### config.mk
export PLATFORM = sky130hd
export DESIGN_NAME = inst_mem_loader
export DESIGN_NICKNAME = d
export VERILOG_FILES = /design/src/rtl/inst_mem_loader.sv
export SDC_FILE = /design/constraint.sdc
export NUM_CORES = 1
export LEC_CHECK = 0
export CAP_MARGIN = 0
export CORE_MARGIN = 2
export CORE_UTILIZATION = 35
export DETAILED_ROUTE_END_ITERATION = 8
export GPL_TIMING_DRIVEN = 0
export PLACE_DENSITY = 0.75
export SYNTH_ARGS = -nofsm -noshare
export SYNTH_HDL_FRONTEND = slang
export SYNTH_SLANG_ARGS = --single-unit
### constraint.sdc
create_clock -name clk -period 2.5 [get_ports clk]
set_clock_uncertainty 0.15 [all_clocks]
set_input_delay 0.375 -clock clk [delete_from_list [all_inputs] [get_ports clk]]
set_output_delay 0.375 -clock clk [all_outputs]
set_load 0.02 [all_outputs]
### src/rtl/inst_mem_loader.sv
// Streams a program into instruction memory, then holds the core in reset for
// REL_CYC cycles before releasing it to run.
module inst_mem_loader #(
    parameter int DEPTH   = 100,
    parameter int REL_CYC = 2
) (
    input  logic        clk,
    input  logic        rst_n,
    input  logic        start,
    input  logic [6:0]  word_count,
    input  logic        s_valid,
    input  logic [31:0] s_data,
    output logic        s_ready,
    output logic        mem_we,
    output logic [31:0] mem_addr,
    output logic [31:0] mem_wdata,
    output logic        cpu_rst_n,
    output logic        busy,
    output logic        done,
    output logic        err
);

    typedef enum logic [1:0] {
        IDLE    = 2'd0,
        LOAD    = 2'd1,
        RELEASE = 2'd2,
        RUN     = 2'd3
    } state_t;

    localparam logic [7:0] DEPTH8   = 8'(DEPTH);
    localparam logic [7:0] REL_INIT = 8'(REL_CYC - 1);

    state_t      state;
    state_t      next_state;
    logic        rst_ok;
    logic [6:0]  index;
    logic [6:0]  last_idx;
    logic [7:0]  rel_cnt;
    logic        len_ok;
    logic        take_start;
    logic        beat;
    logic        last_beat;

    // rst_ok only rises on the first clock edge after reset is released,
    // so a start coinciding with that edge is not acted upon
    always_ff @(posedge clk or negedge rst_n) begin
        if (!rst_n) rst_ok <= 1'b0;
        else        rst_ok <= 1'b1;
    end

    always_ff @(posedge clk or negedge rst_n) begin
        if (!rst_n) state <= IDLE;
        else        state <= next_state;
    end

    always_comb begin
        next_state = state;
        len_ok     = (word_count != 7'd0) && ({1'b0, word_count} <= DEPTH8);
        take_start = rst_ok && start && ((state == IDLE) || (state == RUN));
        beat       = (state == LOAD) && s_valid;
        last_beat  = beat && (index == last_idx);
        case (state)
            IDLE, RUN: if (take_start && len_ok) next_state = LOAD;
            LOAD:      if (last_beat) next_state = RELEASE;
            RELEASE:   if (rel_cnt == 8'd0) next_state = RUN;
            default:   next_state = IDLE;
        endcase
    end

    always_ff @(posedge clk or negedge rst_n) begin
        if (!rst_n) begin
            mem_we    <= 1'b0;
            mem_addr  <= 32'd0;
            mem_wdata <= 32'd0;
            index     <= 7'd0;
            last_idx  <= 7'd0;
            rel_cnt   <= 8'd0;
            err       <= 1'b0;
        end else begin
            mem_we <= beat;
            // index saturates on the last word so it never points past the program
            if (beat) begin
                mem_addr  <= {23'd0, index, 2'b00};
                mem_wdata <= s_data;
                if (!last_beat) index <= index + 7'd1;
            end
            if (take_start && len_ok) begin
                last_idx <= word_count - 7'd1;
                index    <= 7'd0;
                err      <= 1'b0;
            end else if (take_start) begin
                err <= 1'b1;
            end
            if (last_beat)
                rel_cnt <= REL_INIT;
            else if ((state == RELEASE) && (rel_cnt != 8'd0))
                rel_cnt <= rel_cnt - 8'd1;
        end
    end

    assign s_ready   = (state == LOAD);
    assign busy      = (state == LOAD) || (state == RELEASE);
    assign done      = (state == RUN);
    assign cpu_rst_n = (state == RUN);

endmodule

# Word level (Yosys, flattened, before mapping)
# Index checks and enable logic that the tools add are counted.
# op_classes
reduce_logical,19
n_mux,11
n_lt_le_gt_ge,1
n_eq_ne,8
addsub,3
# op_table
cell,count
7-bit 2-to-1 mux,3
8-bit 2-to-1 mux,2
8-bit zero test,1
8-bit nonzero test,1
"8-bit by 1-bit subtractor with 8-bit output, second input constant",1
"7-bit by 1-bit adder with 7-bit output, second input constant",1
7-bit equality test,1
"7-bit <= comparator, second input constant",1
1-bit logical AND,7
7-bit nonzero test,1
"7-bit by 1-bit subtractor with 7-bit output, second input constant",1
2-bit 2-to-1 mux,3
2-bit case mux with 3 select lines,1
2-bit nonzero test,3
"2-bit equality test, second input constant",2
"2-bit by 1-bit inequality test with 1-bit output, second input constant",2
"2-bit inequality test, second input constant",2
3-bit AND reduction,1
"2-bit by 1-bit equality test with 1-bit output, second input constant",1
2-bit zero test,1
1-bit logical OR,2
1-bit 2-to-1 mux,2
2-bit AND reduction,1
2-bit OR reduction,1
# word_totals
output_inout_bits,70
input_bits,43
register_bits,66

# Depth between registers and ports, before layout
# depth
depth_word,6
ltp_mapped,8

# Least setup slack after synthesis
# OpenSTA, ideal clock, no wires.
# synth_timing
path_type,reg2reg
startpoint,register index[4]
endpoint,register state[1]
slack_ns,0.440
required_time_ns,2.229
stages_incl_launch_ff,7
setup_time_ns,0.121
arrival_time_ns,1.789
path_cell_list,dfrtp_1 > buf_6 > xor2_2 > nor4_4 > a31oi_1 > or3b_1 > a22o_1
# synth_between
elab_chain_len,4
# synth_rtl
element,line_no,text
start: declaration,36,logic [6:0] index;
start signal: assignment,85,if (!last_beat) index <= index + 7'd1;
7-bit equality test,61,last_beat = beat && (index == last_idx);
1-bit logical AND,61,
2-bit by 1-bit inequality test with 1-bit output (no source line),-,
3-bit AND reduction (no source line),-,
end signal: assignment,53,else state <= next_state;
end: declaration,33,state_t state;
# Every way passes these cells.
# A chain may end at the register's enable or synchronous reset.

# Worst setup path in the final report
# layout_timing
startpoint,register state[0]
endpoint,output busy
# layout_between
elab_chain_len,2
elab_cells_between_ends,3
classes_between,2 x eq/ne; 1 x reduce/logical
# layout_rtl
element,line_no,text
2-bit by 1-bit equality test with 1-bit output or 2-bit equality test (tied branches),102,assign busy = (state == LOAD) || (state == RELEASE);
1-bit logical OR *,102,
end: declaration,18,"output logic busy,"
# Every way passes the cells marked *; elsewhere a longest branch is shown, timed or not.

==> results.json <==
{
  "status": "finished, violations left",
  "violations": "negative hold slack",
  "seq_area_frac_synth_pct": 52.32,
  "start_util_pct": 36.20,
  "hold_viol": 35,
  "post_cts.repair.setup_buffers": 0,
  "netlist_instances": 270,
  "tightest_slew_ns": 0.8067,
  "port_buffers": 87,
  "power_frac_seq_pct": 35.1,
  "synth_commonest_cells": "66 x dfrtp_1, 38 x mux2_2, 26 x buf_4",
  "crit_chain": "inv_1 > ha_1 > inv_1 > clkdlybuf4s50_1",
  "internal_power_uw": 3452,
  "core_area_um2": 8721,
  "vias": 2213,
  "place_ws_ns": -0.3307,
  "rows": 34,
  "track_usage_pct": 14.03,
  "critPathKind": "flip-flop to primary output",
  "clk_pin_slew_ns": 0.07,
  "cts_max_level": 3,
  "synth_flop_cell": "dfrtp_1",
  "crit_path_max_fanout": 4,
  "grt_overflow": 0,
  "yosys.area.top_type": "dfrtp_1",
  "drv_cap": 0,
  "peakVddDrop_v": 0.0006791,
  "synthArstFlopShare_pct": 100.0,
  "switchingPower_uw": 1949,
  "end_kind": "primary output",
  "fin_crit_ns": 2.388,
  "setup_ws_ns": 0.1125,
  "grt_first_pass_wirelength_um": 11020,
  "avgSynthCellArea_um2": 11.69,
  "cts_buffer_depth": 2,
  "synth.top_cells.by_area": "dfrtp_1 52%, mux2_2 14%, buf_4 6.2%",
  "fp.dieH_um": 98.97,
  "worstPathArrival_ns": 1.86,
  "p_leak_uw": 0.001964,
  "switching_share_pct": 36.09,
  "syn_to_final_growth_pct": 41.62,
  "die_area_um2": 9795,
  "path_common_cell": "inv_1",
  "die_w_um": 98.97,
  "clockPowerShare_pct": 18.0,
  "viasPerCell": 4.382,
  "hold_path.class": "primary input to asynchronous set/reset pin",
  "ys_seq_elements": 66,
  "routed_wl_um": 6454,
  "place_hpwl_um": 5012,
  "max_clock_freq_mhz": 418.8,
  "final_nets": 444,
  "wire_per_inst_um": 12.78,
  "synth.distinct_cells": 35,
  "period_share_pct": 95.50,
  "grt_antenna_before_repair": 0,
  "routabilityCongestion": 0.7801,
  "critPathBufInv": 3,
  "setup_violations": 0,
  "grt_max_degree": 67,
  "postLayoutCoreUtil_pct": 51.26,
  "clk-insertion-delay-late_ns": 0.34,
  "first_global_vias": 2298,
  "crit_family": "buffers and inverters",
  "drc": 0,
  "synth_top_cell_area_share_pct": 52.32,
  "critPathLaunchType": "flip-flop",
  "diodes": 0,
  "p_comb_share_pct": 46.9,
  "powerDensity_nw_per_um2": 1208,
  "drt_iter0_drc": 45,
  "finalMaxSlewViolations": 0,
  "ys_warn_count": 0,
  "rsz0062_at_grt": "no",
  "tns_ns": 0,
  "cts-root-buf": "clkbuf_8",
  "critPathSlowestCell": "clkdlybuf4s50_1",
  "cts_sinks": 66,
  "timing.hold.ws_ns": -0.02773,
  "synth_most_common_cell": "dfrtp_1",
  "cpPeakStageDelay_ns": 0.61,
  "cts_tree": "done",
  "slew-limit-headroom_pct": 46.22,
  "io_pins": 113,
  "drt-pass1-iter-count": 4,
  "ctsResizeCount": 0,
  "crit_required_ns": 1.98,
  "synth_edf_count": 0,
  "drive_above_1_share_pct": 22.17,
  "cts_buffers": 9,
  "hold_buffers": 0,
  "syn_area_um2": 3157,
  "ant_nets": 0
}
-- power by group through the flow --
| stage | clock [uW] | combinational [uW] | sequential, uW |
|---|---|---|---|
| floorplan | 0 | 1120 | 2270 |
| global placement | 0 | 2500 | 1890 |
| detailed placement | 0 | 2570 | 1920 |
| CTS | 1000 | 2570 | 1900 |
| global route | 1070 | 2730 | 1970 |
| finish | 971 | 2530 | 1900 |
-- cells in the final DEF (no fill, tap or decap), types with 2 or more instances in the layout --
master           count
nor2_1              25
ha_1                 9
conb_1              26
o21ai_0              2
nand4_1              2
a211oi_1             4
inv_1               15
buf_4               27
xnor2_1             11
nor3_1               3
nand2_1             11
dfrtp_1             66
clkdlybuf4s50_1     86
clkbuf_1             4
mux2i_1              3
mux2_2              38
a31oi_1              3
buf_1                3
bufinv_16            2
a21oi_1              9
nand3_1              6
nor4_1               2
clkinv_2             2
clkbuf_8            10
xor2_1              12
-- logic make-up after synthesis --
family	Yosys count	synth area share (%)
xor gates and xnor gates	24	6.897
DFF	66	52.32
other	2	0.2379
buffers and inverters	50	9.274
AOI/OAI and AO/OA	22	4.360
muxes	41	14.51
and+or+nand+nor	56	8.839
adders and majority gates	9	3.567
-- sequential cells by signal, indices dropped and copies added, names as in the netlist --
register   count
mem_wdata     32
rel_cnt        8
index          7
last_idx       7
mem_addr       7
state          2
err            1
mem_we         1
rst_ok         1
-- path summary, 6_finish.rpt --
kind	start	end	depth (start not counted)	slack, ns
worst max-delay path	state[0]	busy	4	0.11
worst min-delay path	rst_n	mem_wdata[23]	1	-0.03
worst max register to register	rel_cnt[4]	state[1]	4	0.26
worst min register to register	mem_addr[4]	mem_addr[4]	2	0.34
max in group asynchronous	rst_n	rst_ok	1	1.70
min in group clk	mem_addr[4]	mem_addr[4]	2	0.34
-- through the flow --
stage / area, um2 / instances / total power (uW)
5_1_grt: 4471 / 505 / 5765
4_1_cts: 4469 / 505 / 5480
3_5_place_dp: 4250 / 489 / 4489
3_3_place_gp: 4253 / 489 / 4395
6_report: 4471 / 505 / 5400
2_1_floorplan: 3247 / 294 / 3384
-- metal layers --
layer	up-vias	wire length, um	global-route usage [%]
met2	67	3298	24.32
li1	1091	-	-
met4	0	78	4.110
met5	-	0	0
met3	9	364	4.113
met1	1046	2712	16.91
-- layout make-up --
| type | instances | area, um2 |
|---|---|---|
| tap | 108 | 135.1 |
| inverter | 16 | 60.06 |
| fill | 780 | 4250 |
| sequential | 66 | 1652 |
| clock buffer | 11 | 141.4 |
| clock inverter | 5 | 77.57 |
| buffer | 34 | 234.0 |
| multi-input combinational | 178 | 1303 |
| timing repair buffer | 87 | 868.3 |
Power figures use the tool's default switching activity.
